## config.mk

```make
export PLATFORM = sky130hd
export DESIGN_NAME = msk_aes_input_loader
export DESIGN_NICKNAME = d
export VERILOG_FILES = /design/src/rtl/msk_aes_pkg.sv /design/src/rtl/msk_word_share.sv /design/src/rtl/msk_aes_input_loader.sv
export SDC_FILE = /design/constraint.sdc
export NUM_CORES = 1
export LEC_CHECK = 0
export CORE_AREA = 2 2 230 232
export CTS_CLUSTER_SIZE = 12
export DETAILED_ROUTE_END_ITERATION = 16
export DIE_AREA = 0 0 232 234
export PLACE_DENSITY = 0.66
export REMOVE_ABC_BUFFERS = 1
export SKIP_LAST_GASP = 1
export SLEW_MARGIN = 25
export SYNTH_ARGS = -nofsm -noshare
export SYNTH_HDL_FRONTEND = slang
export SYNTH_SLANG_ARGS = --single-unit
```

## constraint.sdc

```tcl
create_clock -name clk -period 12 [get_ports clk]
set_input_delay 3.6 -clock clk [delete_from_list [all_inputs] [get_ports clk]]
set_output_delay 3.6 -clock clk [all_outputs]
set_load 0.02 [all_outputs]
```

## src/rtl/msk_aes_pkg.sv

```systemverilog
// Shared constants for the masked AES input loader: block geometry and FSM encoding.
package msk_aes_pkg;

   localparam int WORD_CNT     = 8;
   localparam int PT_START_IDX = 4;
   localparam int CNT_W        = 3;

   localparam logic [0:0] ST_LOAD = 1'b0;
   localparam logic [0:0] ST_SEND = 1'b1;

   typedef logic [CNT_W-1:0] word_idx_t;

endpackage

```

## src/rtl/msk_word_share.sv

```systemverilog
// Combinational d-share masking of one 32-bit word; bit j occupies [d*j +: d].
module msk_word_share #(
   parameter int d = 2
) (
   input  logic [31:0]          data_i,
   input  logic [32*(d-1)-1:0]  rnd_i,
   output logic [32*d-1:0]      share_o
);

   for (genvar gi = 0; gi < 32; gi++) begin : g_bit
      // Share 0 absorbs the XOR of all random shares so the bit recombines exactly.
      assign share_o[d*gi+1 +: d-1] = rnd_i[(d-1)*gi +: d-1];
      assign share_o[d*gi]          = data_i[gi] ^ (^rnd_i[(d-1)*gi +: d-1]);
   end

endmodule

```

## src/rtl/msk_aes_input_loader.sv

```systemverilog
// Loads key then plaintext words from the host, masks them into d shares and starts the AES core.
// Optional MSK_LOADER_KEY_REUSE_EN adds in_pt_only to reload only the plaintext of a block.
module msk_aes_input_loader
   import msk_aes_pkg::*;
#(
   parameter int d = 2
) (
   input  logic                 clk,
   input  logic                 nrst,
   input  logic [31:0]          in_data,
   input  logic                 in_valid,
   output logic                 in_ready,
   input  logic [32*(d-1)-1:0]  rnd,
   input  logic                 rnd_valid,
   output logic                 rnd_ready,
   output logic [128*d-1:0]     sh_key,
   output logic [128*d-1:0]     sh_plaintext,
   output logic                 aes_valid_in,
   input  logic                 aes_ready,
   output logic                 busy
`ifdef MSK_LOADER_KEY_REUSE_EN
   ,
   input  logic                 in_pt_only
`endif
);

   logic [0:0]       state_q, state_d;
   word_idx_t        cnt_q, cnt_d;
   word_idx_t        slot;
   logic             accept;
   logic             pt_only;
   logic [32*d-1:0]  word_sh;
   logic [32*d-1:0]  word_q [WORD_CNT];

`ifdef MSK_LOADER_KEY_REUSE_EN
   assign pt_only = in_pt_only;
`else
   assign pt_only = 1'b0;
`endif

   msk_word_share #(.d(d)) u_share (
      .data_i  (in_data),
      .rnd_i   (rnd),
      .share_o (word_sh)
   );

   assign in_ready     = (state_q == ST_LOAD) & rnd_valid;
   assign accept       = in_valid & in_ready;
   assign rnd_ready    = accept;
   assign aes_valid_in = (state_q == ST_SEND) & aes_ready;
   assign busy         = ~((state_q == ST_LOAD) && (cnt_q == '0));

   always_comb begin
      slot    = cnt_q;
      cnt_d   = cnt_q;
      state_d = state_q;
      // A plaintext-only block starts directly at plaintext word 0, leaving the key words alone.
      if (pt_only && (cnt_q == '0)) begin
         slot = word_idx_t'(PT_START_IDX);
      end
      case (state_q)
         ST_LOAD: begin
            if (accept) begin
               cnt_d = slot + word_idx_t'(1);
               if (slot == word_idx_t'(WORD_CNT - 1)) begin
                  state_d = ST_SEND;
               end
            end
         end
         default: begin
            if (aes_ready) begin
               state_d = ST_LOAD;
            end
         end
      endcase
   end

   always_ff @(posedge clk) begin
      if (!nrst) begin
         state_q <= ST_LOAD;
         cnt_q   <= '0;
      end else begin
         state_q <= state_d;
         cnt_q   <= cnt_d;
      end
   end

   always_ff @(posedge clk) begin
      for (int i = 0; i < WORD_CNT; i++) begin
         if (!nrst) begin
            word_q[i] <= '0;
         end else if (accept && (slot == word_idx_t'(i))) begin
            word_q[i] <= word_sh;
         end
      end
   end

   for (genvar gi = 0; gi < PT_START_IDX; gi++) begin : g_out
      assign sh_key[32*d*gi +: 32*d]       = word_q[gi];
      assign sh_plaintext[32*d*gi +: 32*d] = word_q[gi + PT_START_IDX];
   end

endmodule

```

==> impl_table.tex, run 1 <==
\begin{tabular}{lr}
\hline
Metric & Value \\
\hline
\multicolumn{2}{l}{\textbf{Outcome}} \\
Result of the run & completed \\
\multicolumn{2}{l}{\textbf{CTS}} \\
Post-CTS Hold Fix Bufs & 0 \\
Clk\_lat worst skew & slightly below 600 ps \\
Clock buffers created by TritonCTS & 54 \\
Clock net sink count & slightly above 500 \\
Post-cts repair resize count & 0 \\
CTS root buf & sky130\_fd\_sc\_hd\_\_clkbuf\_16 \\
Maximum root-to-sink buffer count & 3 \\
Post-CTS repair timing setup buffer count & 0 \\
CTS tree & built \\
Clock Pin Slew Worst Setup and Hold Paths & 60 ps \\
Depth of the CTS H-tree & 2 \\
\multicolumn{2}{l}{\textbf{Timing}} \\
Crit path setup slack, layout & 2552 ps \\
Final sum of negative setup slack & 0 ps \\
Final Hold Fails & 0 \\
Setup skew after layout & around 15 ps \\
Setup repair after global routing missed its margin & false \\
Final hold slack & 497.9 ps \\
Portion of the clock cycle consumed by the worst path in the final layout & 78.73\% \\
Number of failing setup endpoints in the final timing report & 0 \\
Max Clk Rate & between 100 and 150 MHz \\
Slew of the pin with the lowest slew margin & 1105 ps \\
Number of max-slew violations in the final report & 0 \\
Headroom to the max-slew limit & between 20\% and 30\% \\
Final critical path time including I/O delays and setup & around 9400 ps \\
\multicolumn{2}{l}{\textbf{Worst setup path}} \\
Peak fanout along the critical path & 7 \\
Largest incremental delay on the critical path & 710 ps \\
Arrival time at the worst endpoint & 5850 ps \\
Cell repeated most along the worst path & sky130\_fd\_sc\_hd\_\_clkdlybuf4s50\_1 \\
Ordered list of cells on the worst path & clkdlybuf4s50\_1, nand3b\_1, inv\_1, clkdlybuf4s50\_1 \\
Number of buffer and inverter instances along the worst setup path & 3 \\
Critical path launch point type & primary input \\
Worst path top cell family by delay & buffers and inverters \\
Endpoint required time on the critical path & between 8000 and 9000 ps \\
Crit Path Category & primary input to primary output \\
Cell at the slowest stage of the critical path & sky130\_fd\_sc\_hd\_\_clkdlybuf4s50\_1 \\
Setup crit end kind & primary output \\
\multicolumn{2}{l}{\textbf{GRT}} \\
Total global-route track usage & 23.12\% \\
Largest net degree at the start of global routing & approximately 200 \\
Global-route wire length before repair & 91.81 mm \\
Grt total ovfl & 0 \\
Number of antenna violations at the first check in global routing & 2 \\
Number of global-route vias before repair & 13280 \\
\multicolumn{2}{l}{\textbf{Synthesis}} \\
Unique cell type count in the Yosys netlist & 25 \\
Mapped Avg Cell Area & 15.42 um2 \\
Sequential cell area fraction in the yosys report & around four fifths \\
Number of synthesized register bits & 516 \\
Count of yosys warnings during synthesis & 0 \\
Synthesized cell area & 19270 um2 \\
Post-Syn Instances & 1250 \\
\multicolumn{2}{l}{\textbf{Routing}} \\
Antenna-violating nets left & 0 \\
Average vias per placed instance & around 5.4 \\
Avg WL per Cell & approximately 26 um \\
Initial detailed-routing violation count & 1223 \\
Overall via count from detail\_route & 13690 \\
Total wire length after detailed routing & 65.14 mm \\
Residual DRC & 0 \\
First-pass detailed-route iteration total & 5 \\
\multicolumn{2}{l}{\textbf{Place}} \\
Detailed Place HPWL & 39.51 mm \\
Setup Slack @ Placement & approximately 2600 ps \\
Final weighted congestion of routability-driven global placement & 0.7998 \\
Port Buffer Count & 584 \\
\multicolumn{2}{l}{\textbf{Finish}} \\
Antenna cells & 0 \\
Layout-stage area growth over the synthesis result & 42.99\% \\
Fraction of layout cells with a size suffix above 1 & 6.070\% \\
Nets & 1881 \\
\multicolumn{2}{l}{\textbf{Floorplanning}} \\
\# rows & 84 \\
Die width & 232 um \\
Area enclosed by the die boundary & 54290 um2 \\
Vert. Die Dim & 234 um \\
Effective utilization at floorplan & 37.05\% \\
Top-level port count & 585 \\
CORE AREA & 52020 um2 \\
\multicolumn{2}{l}{\textbf{Pwr}} \\
Total power density per cell area & 152.4 nW/um2 \\
Leakage & 0.009140 uW \\
Worst vdd ir & $\sim$0.13 mV \\
Total power consumption of the routed design & 4200 uW \\
\multicolumn{2}{l}{\textbf{Flow run}} \\
Number of violations of the max-capacitance limit & 0 \\
\multicolumn{2}{l}{\textbf{Hold path}} \\
Classification of the worst-slack hold path & flop to flop \\
\hline
\end{tabular}
-- report_power, final --
group	switching, uW	internal [uW]
Combinational	316	166
Clock	669	969
Sequential	23.1	2060
-- cell type report --
cell class                      instances  area [um2]
Fill cell                            4358       24460
Sequential cell                       516       15450
Timing Repair Buffer                  612        6117
Multi-Input combinational cell        581        3266
Clock buffer                           77        1501
Tap cell                              688       860.8
Clock inverter                         18       206.4
Inverter                               41       153.9
-- cells by family after synthesis --
kind of cell             count (synthesis)  share of synthesized area, %
buffers and inverters                  153                         3.629
flip-flops                             516                         80.18
multiplexers                             2                        0.1039
XOR/XNOR                                32                         1.454
AND/OR/NAND/NOR                        531                         13.94
adder cells (fa/ha/maj)                  6                        0.3895
AO/OA/AOI/OAI                           10                        0.3051
-- metrics by stage --
stage / utilization [%] / instance area, um2 / cells
floorplan: - / 18730 / 1138
global placement: 49.59 / 25800 / 2436
detailed placement: 49.65 / 25830 / 2437
CTS: 52.94 / 27540 / 2532
global route: 52.98 / 27560 / 2533
finish: 52.98 / 27560 / 2533
-- cells in the mapped netlist --
master / count / area [um2]
sky130_fd_sc_hd__buf_1: 12 / 45.04
sky130_fd_sc_hd__xnor2_1: 32 / 280.3
sky130_fd_sc_hd__buf_4: 1 / 7.510
sky130_fd_sc_hd__clkbuf_1: 52 / 195.2
sky130_fd_sc_hd__nor3_1: 512 / 2562
sky130_fd_sc_hd__or2_2: 1 / 6.260
sky130_fd_sc_hd__edfxtp_1: 512 / 15370
sky130_fd_sc_hd__and2_1: 1 / 6.260
sky130_fd_sc_hd__ha_1: 6 / 75.07
sky130_fd_sc_hd__nand4b_2: 1 / 15.01
sky130_fd_sc_hd__o211a_1: 1 / 10.01
sky130_fd_sc_hd__nand4bb_1: 1 / 11.26
sky130_fd_sc_hd__mux2i_1: 2 / 20.02
sky130_fd_sc_hd__nand2_1: 7 / 26.28
sky130_fd_sc_hd__buf_2: 37 / 185.2
sky130_fd_sc_hd__buf_6: 10 / 112.6
sky130_fd_sc_hd__nor2b_1: 1 / 6.260
sky130_fd_sc_hd__nand4b_1: 3 / 26.28
sky130_fd_sc_hd__nand2b_1: 3 / 18.77
sky130_fd_sc_hd__o21ai_0: 7 / 35.03
sky130_fd_sc_hd__o31ai_1: 1 / 7.510
sky130_fd_sc_hd__inv_1: 41 / 153.9
sky130_fd_sc_hd__nand3b_1: 1 / 7.510
sky130_fd_sc_hd__o22ai_1: 1 / 6.260
sky130_fd_sc_hd__dfxtp_1: 4 / 80.08
-- layer usage --
layer / wire [um] / vias up / track usage (%)
met2: 31950 / 784 / 38.41
li1: - / 5862 / -
met4: 2045 / 4 / 7.572
met1: 24480 / 6907 / 29.25
met5: 25 / - / 0
met3: 6638 / 136 / 6.554
-- state kept, by name (all words and copies together) (netlist names) --
register	flops
cnt_q	3
word_q	512
state_q	1
-- worst register-to-register path: cells and delay by family, from the launching register on --
family,cells,cell delay (ps)
buffers and inverters,1,690
AOI/OAI and AO/OA,1,670
DFF,1,620
and+or+nand+nor,1,420
-- path summary, 6_finish.rpt --
kind / startpoint / end / depth (start not counted) / slack [ps]
max reg2reg: cnt_q[2]$_SDFFE_PN0P_ / word_q[1][111]$_SDFFCE_PN0P_ / 3 / 9190
min: cnt_q[1]$_SDFFE_PN0P_ / cnt_q[1]$_SDFFE_PN0P_ / 2 / 500
max: rnd_valid / rnd_ready / 4 / 2550
min reg2reg: cnt_q[1]$_SDFFE_PN0P_ / cnt_q[1]$_SDFFE_PN0P_ / 2 / 500
-- cell usage in the layout (no fill, tap or decap) --
cell,n
sky130_fd_sc_hd__and2_1,1
sky130_fd_sc_hd__buf_12,3
sky130_fd_sc_hd__buf_16,1
sky130_fd_sc_hd__buf_4,23
sky130_fd_sc_hd__buf_6,1
sky130_fd_sc_hd__bufinv_16,5
sky130_fd_sc_hd__clkbuf_1,20
sky130_fd_sc_hd__clkbuf_16,57
sky130_fd_sc_hd__clkdlybuf4s50_1,584
sky130_fd_sc_hd__clkinv_1,9
sky130_fd_sc_hd__clkinv_2,3
sky130_fd_sc_hd__clkinvlp_4,1
sky130_fd_sc_hd__dfxtp_1,4
sky130_fd_sc_hd__edfxtp_1,512
sky130_fd_sc_hd__ha_1,6
sky130_fd_sc_hd__inv_1,39
sky130_fd_sc_hd__inv_2,2
sky130_fd_sc_hd__mux2i_1,2
sky130_fd_sc_hd__nand2_1,4
sky130_fd_sc_hd__nand2_2,2
sky130_fd_sc_hd__nand2_4,1
sky130_fd_sc_hd__nand2b_1,1
sky130_fd_sc_hd__nand2b_4,2
sky130_fd_sc_hd__nand3b_1,1
sky130_fd_sc_hd__nand4b_1,3
sky130_fd_sc_hd__nand4b_4,1
sky130_fd_sc_hd__nand4bb_4,1
sky130_fd_sc_hd__nor2b_1,1
sky130_fd_sc_hd__nor3_1,512
sky130_fd_sc_hd__o211a_1,1
sky130_fd_sc_hd__o21ai_4,7
sky130_fd_sc_hd__o22ai_1,1
sky130_fd_sc_hd__o31ai_4,1
sky130_fd_sc_hd__or2_2,1
sky130_fd_sc_hd__xnor2_1,32
(Power assumes the default switching activity.)
==> run 2, diff against run 1 <==
--- a/config.mk
+++ b/config.mk
@@ -5,11 +5,11 @@
 export SDC_FILE = /design/constraint.sdc
 export NUM_CORES = 1
 export LEC_CHECK = 0
-export CORE_AREA = 2 2 230 232
+export CORE_AREA = 2 2 231 233
 export CTS_CLUSTER_SIZE = 12
 export DETAILED_ROUTE_END_ITERATION = 16
-export DIE_AREA = 0 0 232 234
-export PLACE_DENSITY = 0.66
+export DIE_AREA = 0 0 233 235
+export PLACE_DENSITY = 0.68
 export REMOVE_ABC_BUFFERS = 1
 export SKIP_LAST_GASP = 1
 export SLEW_MARGIN = 25
==> constraint.sdc (replaced) <==
create_clock -name clk -period 8.35 [get_ports clk]
set_input_delay 2.505 -clock clk [delete_from_list [all_inputs] [get_ports clk]]
set_output_delay 2.505 -clock clk [all_outputs]
set_load 0.02 [all_outputs]
==> run 2 against run 1 <==
  * Utilization fell by 0.63 points
  * Routed wire length fell by 1.4%
  * Die area rose by 0.86%
  * Via count fell by 0.98%
  * Register-to-register slack got worse by 3800 ps
==> impl_table.tex, run 2 (synthesized netlist as in run 1, its figures left out) <==
\begin{tabular}{lr}
\hline
Metric & Value \\
\hline
\multicolumn{2}{l}{\textbf{Hold path}} \\
Classification of the worst-slack hold path & flop to flop \\
Worst hold endpoint & cnt\_q[1]\$\_SDFFE\_PN0P\_ \\
Min-Delay Startpoint & cnt\_q[1]\$\_SDFFE\_PN0P\_ \\
Worst Hold Depth & 2 \\
\multicolumn{2}{l}{\textbf{Place}} \\
Final weighted congestion of routability-driven global placement & 0.8091 \\
Port Buffer Count & just under 600 \\
Setup Slack @ Placement & 1199 ps \\
Detailed Place HPWL & 39.17 mm \\
\multicolumn{2}{l}{\textbf{GRT}} \\
Number of global-route vias before repair & around 14000 \\
Global-route wire length before repair & $\sim$93 mm \\
Largest net degree at the start of global routing & 204 \\
Total global-route track usage & roughly 23\% \\
Number of antenna violations at the first check in global routing & 2 \\
Grt total ovfl & 0 \\
\multicolumn{2}{l}{\textbf{CTS}} \\
Clock buffers created by TritonCTS & between 50 and 60 \\
CTS root buf & sky130\_fd\_sc\_hd\_\_clkbuf\_16 \\
Depth of the CTS H-tree & 2 \\
Clock net sink count & approximately 520 \\
Post-cts repair resize count & 0 \\
Post-CTS repair timing setup buffer count & 0 \\
Clock Pin Slew Worst Setup and Hold Paths & 60 ps \\
Clk\_lat worst skew & 590 ps \\
CTS tree & built \\
Post-CTS Hold Fix Bufs & 0 \\
Maximum root-to-sink buffer count & 3 \\
\multicolumn{2}{l}{\textbf{Floorplanning}} \\
\# rows & 84 \\
Die width & 233 um \\
CORE AREA & 52240 um2 \\
Top-level port count & roughly 600 \\
Area enclosed by the die boundary & 54760 um2 \\
Effective utilization at floorplan & 36.90\% \\
Vert. Die Dim & 235 um \\
\multicolumn{2}{l}{\textbf{Timing}} \\
Slew of the pin with the lowest slew margin & about 1100 ps \\
Setup skew after layout & 15.11 ps \\
Portion of the clock cycle consumed by the worst path in the final layout & 86.10\% \\
Final sum of negative setup slack & 0 ps \\
Number of max-slew violations in the final report & 0 \\
Headroom to the max-slew limit & 24.66\% \\
Max Clk Rate & 139.1 MHz \\
Setup repair after global routing missed its margin & false \\
Crit path setup slack, layout & 1160 ps \\
Number of failing setup endpoints in the final timing report & 0 \\
Final Hold Fails & 0 \\
Final critical path time including I/O delays and setup & 7190 ps \\
\multicolumn{2}{l}{\textbf{Finish}} \\
Layout-stage area growth over the synthesis result & 41.84\% \\
Largest registers in the final layout & word\_q: 512 flops, cnt\_q: 3 flops, state\_q: 1 flops \\
Final Core Density & 52.34\% \\
Commonest cells after routing, fill and taps aside & sky130\_fd\_sc\_hd\_\_clkdlybuf4s50\_1 (584), sky130\_fd\_sc\_hd\_\_nor3\_1 (512), sky130\_fd\_sc\_hd\_\_edfxtp\_1 (512) \\
Fraction of layout cells with a size suffix above 1 & slightly below 6\% \\
Most common cell after layout, fill and taps aside & sky130\_fd\_sc\_hd\_\_clkdlybuf4s50\_1 \\
Register ranked first by flip-flop count & word\_q \\
Number of flip-flops in the largest register & approximately 510 \\
Nets & 1878 \\
\multicolumn{2}{l}{\textbf{Pwr}} \\
Leakage & 0.009057 uW \\
Worst vdd ir & 0.1707 mV \\
Total power density per cell area & 211.9 nW/um2 \\
Total power consumption of the routed design & about 5800 uW \\
\multicolumn{2}{l}{\textbf{Worst setup path}} \\
Arrival time at the worst endpoint & 4680 ps \\
Cell repeated most along the worst path & sky130\_fd\_sc\_hd\_\_clkdlybuf4s50\_1 \\
Number of buffer and inverter instances along the worst setup path & 3 \\
Crit Reg-Reg Startpoint & cnt\_q[2]\$\_SDFFE\_PN0P\_ \\
Peak fanout along the critical path & 7 \\
Worst path top cell family by delay & buffers and inverters \\
Terminus of the critical flop-to-flop path & word\_q[1][47]\$\_SDFFCE\_PN0P\_ \\
Worst r2r path cells & 4 \\
Critical path launch point type & primary input \\
Crit Path Category & primary input to primary output \\
Largest incremental delay on the critical path & 700 ps \\
Cell at the slowest stage of the critical path & sky130\_fd\_sc\_hd\_\_clkdlybuf4s50\_1 \\
Ordered list of cells on the worst path & clkdlybuf4s50\_1, nand3b\_1, inv\_1, clkdlybuf4s50\_1 \\
Setup crit end kind & primary output \\
Worst reg2reg setup slack & 5360 ps \\
Endpoint required time on the critical path & 5850 ps \\
Critical Path Source & rnd\_valid \\
\multicolumn{2}{l}{\textbf{Routing}} \\
Residual DRC & 0 \\
Initial detailed-routing violation count & 1010 \\
Avg WL per Cell & 25.48 um \\
Overall via count from detail\_route & 13560 \\
Total wire length after detailed routing & 64.23 mm \\
Average vias per placed instance & about 5.4 \\
First-pass detailed-route iteration total & 5 \\
Antenna-violating nets left & 0 \\
\multicolumn{2}{l}{\textbf{Flow run}} \\
Number of violations of the max-capacitance limit & 0 \\
\multicolumn{2}{l}{\textbf{Outcome}} \\
Result of the run & completed \\
\hline
\end{tabular}
-- run 2: changes by cell type in the layout (fill, tap and decap cells not counted), sizes merged, moves of 2 or more --
cell | before | now
inv | 41 | 43
clkinv | 12 | 14
bufinv | 5 | 1
clkbuf | 77 | 66
-- run 2: worst max path at each step --
stage / to / cells after the start / slack, ps
4_1_cts: rnd_ready / 4 / 1170
6_report: rnd_ready / 4 / 1160
2_1_floorplan: state_q$_SDFF_PN0_ / 2 / -370
5_1_grt: rnd_ready / 4 / 1060
3_3_place_gp: rnd_ready / 4 / 1250
3_5_place_dp: rnd_ready / 4 / 1200
-- run 2: power by group --
part	total, uW	internal (uW)	switching, uW
registers	2990	2960	34.5
clock network	2110	1180	931
logic	694	241	452
total	5790	4370	1420
-- run 2: worst min-delay path, stage by stage, from the launching register on --
cell	delay (ps)
sky130_fd_sc_hd__dfxtp_1	340
sky130_fd_sc_hd__nand2_1	60
sky130_fd_sc_hd__mux2i_1	60
-- run 2: per-layer routing --
metal / wire length [um] / global-route usage [%] / part of all wire [%]
met4: 2524 / 8.975 / 3.9
met5: 0 / 0 / 0
met2: 31370 / 37.79 / 49
met1: 23940 / 28.76 / 37
met3: 6397 / 6.529 / 10
-- run 2: area by class of cell --
type / count / area [um2]
fill: 4371 / 24900
sequential: 516 / 15450
timing repair buffer: 611 / 6098
multi-input combinational: 581 / 3291
clock buffer: 66 / 1375
tap: 688 / 860.8
inverter: 41 / 153.9
clock inverter: 17 / 103.9
antenna: 1 / 2.502
-- run 2: stage by stage --
step,hold WS (ps),cell area [um2],cells
floorplan,467.7,18730,1138
global placement,492.4,25820,2436
detailed placement,510.4,25840,2436
CTS,518.5,27320,2519
global route,542.5,27340,2521
finish,512.9,27340,2521
==> run 3, diff against run 2 <==
--- a/config.mk
+++ b/config.mk
@@ -5,10 +5,10 @@
 export SDC_FILE = /design/constraint.sdc
 export NUM_CORES = 1
 export LEC_CHECK = 0
-export CORE_AREA = 2 2 231 233
+export CORE_AREA = 2 2 230 232
 export CTS_CLUSTER_SIZE = 12
 export DETAILED_ROUTE_END_ITERATION = 16
-export DIE_AREA = 0 0 233 235
+export DIE_AREA = 0 0 232 234
 export PLACE_DENSITY = 0.68
 export REMOVE_ABC_BUFFERS = 1
 export SKIP_LAST_GASP = 1
@@ -16,3 +16,4 @@
 export SYNTH_ARGS = -nofsm -noshare
 export SYNTH_HDL_FRONTEND = slang
 export SYNTH_SLANG_ARGS = --single-unit
+export TNS_END_PERCENT = 5
==> constraint.sdc (replaced) <==
create_clock -name clk -period 8.35 [get_ports clk]
set_input_delay 2.505 -clock clk [delete_from_list [all_inputs] [get_ports clk]]
set_output_delay 2.505 -clock clk [all_outputs]
set_load 0.01 [all_outputs]
==> run 3 against run 2 <==
  * Clock skew is 0.52 ps lower
  * Via count shrank 0.42%
  * Combinational power shrank 12%
  * Sequential power hardly changed
  * Sequential share of layout area shrank 0.070 points
  * Cell area is 0.12% higher
  * Routed wire length down 0.62%
==> impl_table.tex, run 3 (synthesized netlist as in run 1, its figures left out) <==
\begin{tabular}{lr}
\hline
Metric & Value \\
\hline
\multicolumn{2}{l}{\textbf{Timing}} \\
Setup skew after layout & around 15 ps \\
Crit path setup slack, layout & 1236 ps \\
Number of failing setup endpoints in the final timing report & 0 \\
Headroom to the max-slew limit & 17.85\% \\
Number of max-slew violations in the final report & 0 \\
Final sum of negative setup slack & 0 ps \\
Final Hold Fails & 0 \\
Setup repair after global routing missed its margin & false \\
Portion of the clock cycle consumed by the worst path in the final layout & 85.19\% \\
Final critical path time including I/O delays and setup & a little over 7000 ps \\
Slew of the pin with the lowest slew margin & 1232 ps \\
Max Clk Rate & roughly 140 MHz \\
\multicolumn{2}{l}{\textbf{Finish}} \\
Fraction of layout cells with a size suffix above 1 & approximately 5.7\% \\
Largest registers in the final layout & word\_q: 512 flops, cnt\_q: 3 flops, state\_q: 1 flops \\
Register ranked first by flip-flop count & word\_q \\
Antenna cells & 0 \\
Layout-stage area growth over the synthesis result & 42.02\% \\
Number of flip-flops in the largest register & 512 \\
Nets & 1875 \\
Total area of sequential cells & about 15000 um2 \\
Final Core Density & 52.62\% \\
Commonest cells after routing, fill and taps aside & sky130\_fd\_sc\_hd\_\_clkdlybuf4s50\_1 (583), sky130\_fd\_sc\_hd\_\_nor3\_1 (512), sky130\_fd\_sc\_hd\_\_edfxtp\_1 (512) \\
Most common cell after layout, fill and taps aside & sky130\_fd\_sc\_hd\_\_clkdlybuf4s50\_1 \\
Count of fill cells added during filler insertion & 4342 \\
Multi-input logic area & 3292 um2 \\
\multicolumn{2}{l}{\textbf{Floorplanning}} \\
Die width & 232 um \\
Top-level port count & 585 \\
Vert. Die Dim & $\sim$230 um \\
Effective utilization at floorplan & between 30\% and 40\% \\
Area enclosed by the die boundary & 54290 um2 \\
\# rows & 84 \\
CORE AREA & 52020 um2 \\
\multicolumn{2}{l}{\textbf{Flow run}} \\
Number of violations of the max-capacitance limit & 0 \\
\multicolumn{2}{l}{\textbf{GRT}} \\
Largest net degree at the start of global routing & 206 \\
Number of antenna violations at the first check in global routing & 0 \\
Global-route wire length before repair & 90.36 mm \\
Number of global-route vias before repair & 13390 \\
Total global-route track usage & 22.72\% \\
Grt total ovfl & 0 \\
\multicolumn{2}{l}{\textbf{Worst setup path}} \\
Setup crit end kind & primary output \\
Endpoint required time on the critical path & slightly below 6000 ps \\
Cell repeated most along the worst path & sky130\_fd\_sc\_hd\_\_clkdlybuf4s50\_1 \\
Largest incremental delay on the critical path & 670 ps \\
Critical path launch point type & primary input \\
Ordered list of cells on the worst path & clkdlybuf4s50\_1, nand3b\_1, inv\_1, clkdlybuf4s50\_1 \\
Cell at the slowest stage of the critical path & sky130\_fd\_sc\_hd\_\_clkdlybuf4s50\_1 \\
Peak fanout along the critical path & 7 \\
Arrival time at the worst endpoint & between 4000 and 5000 ps \\
Crit Path Category & primary input to primary output \\
\multicolumn{2}{l}{\textbf{Place}} \\
Detailed Place HPWL & between 30 and 40 mm \\
Setup Slack @ Placement & 1265 ps \\
Port Buffer Count & 584 \\
Final weighted congestion of routability-driven global placement & 0.8222 \\
\multicolumn{2}{l}{\textbf{Routing}} \\
Total wire length after detailed routing & 63.84 mm \\
Avg WL per Cell & 25.43 um \\
Routed length on met3 & 6.044 mm \\
Residual DRC & 0 \\
Overall via count from detail\_route & 13500 \\
Antenna-violating nets left & 0 \\
First-pass detailed-route iteration total & 5 \\
Average vias per placed instance & 5.379 \\
Initial detailed-routing violation count & between 1000 and 1500 \\
Post-route met1 wirelength & 24.69 mm \\
Routed met2 length & 30.60 mm \\
Highest metal layer with signal wires & met4 \\
\multicolumn{2}{l}{\textbf{CTS}} \\
CTS root buf & sky130\_fd\_sc\_hd\_\_clkbuf\_16 \\
Clk\_lat worst skew & 580 ps \\
Post-CTS Hold Fix Bufs & 0 \\
Maximum root-to-sink buffer count & 3 \\
Clock buffers created by TritonCTS & between 50 and 60 \\
Depth of the CTS H-tree & 2 \\
CTS tree & built \\
Post-cts repair resize count & 0 \\
Clock Pin Slew Worst Setup and Hold Paths & 60 ps \\
Post-CTS repair timing setup buffer count & 0 \\
Clock net sink count & 516 \\
\multicolumn{2}{l}{\textbf{Pwr}} \\
Total power density per cell area & 210.5 nW/um2 \\
Leakage & 0.009048 uW \\
Worst vdd ir & 0.1779 mV \\
\multicolumn{2}{l}{\textbf{Hold path}} \\
Classification of the worst-slack hold path & flop to flop \\
\multicolumn{2}{l}{\textbf{Outcome}} \\
Result of the run & completed \\
\hline
\end{tabular}
[run 3: changes by cell type in the layout (fill, tap and decap cells not counted), sizes merged, moves of 2 or more]
cell,before,now
buf,27,25
inv,43,41
clkinv,14,9
bufinv,1,3
clkbuf,66,63
[run 3: through the flow]
stage	power (uW)	area, um2	instances	hold WS [ps]
global placement	3643	25790	2432	493.2
finish	5763	27370	2510	527.3
detailed placement	3654	25850	2434	520.8
floorplan	3269	18730	1138	467.7
global route	5912	27370	2510	547.2
CTS	5796	27350	2510	528.6
[run 3: power by group]
part / total, uW / leakage [uW] / switching [uW] / internal (uW)
Sequential: 2990 / 0.00534 / 34.1 / 2960
Combinational: 608 / 0.00298 / 368 / 240
Clock: 2170 / 0.000729 / 936 / 1230
[run 3: worst paths after layout]
check	from	endpoint	slack [ps]	cells past startpoint
hold / removal	cnt_q[1]$_SDFFE_PN0P_	cnt_q[1]$_SDFFE_PN0P_	530	2
setup / recovery	rnd_valid	rnd_ready	1240	4
hold reg to reg	cnt_q[1]$_SDFFE_PN0P_	cnt_q[1]$_SDFFE_PN0P_	530	2
setup reg to reg	state_q$_SDFF_PN0_	word_q[0][190]$_SDFFCE_PN0P_	5450	3
[run 3: layer usage]
metal / vias to the layer above / global-route usage (%)
li1: 5837 / -
met1: 6788 / 28.91
met2: 739 / 36.97
met3: 138 / 6.469
met4: 0 / 8.714
met5: - / 0
[run 3: cell type report]
type / instances / area share, %
clock buffer: 63 / 4.982
clock inverter: 13 / 0.4936
timing repair buffer: 608 / 22.33
inverter: 41 / 0.5622
multi-input combinational: 581 / 12.03
sequential: 516 / 56.46
tap: 688 / 3.145
[run 3: critical path: cells and delay by family]
| kind | cells | cell delay (ps) |
|---|---|---|
| buf+inv | 3 | 1610 |
| simple gates | 1 | 490 |
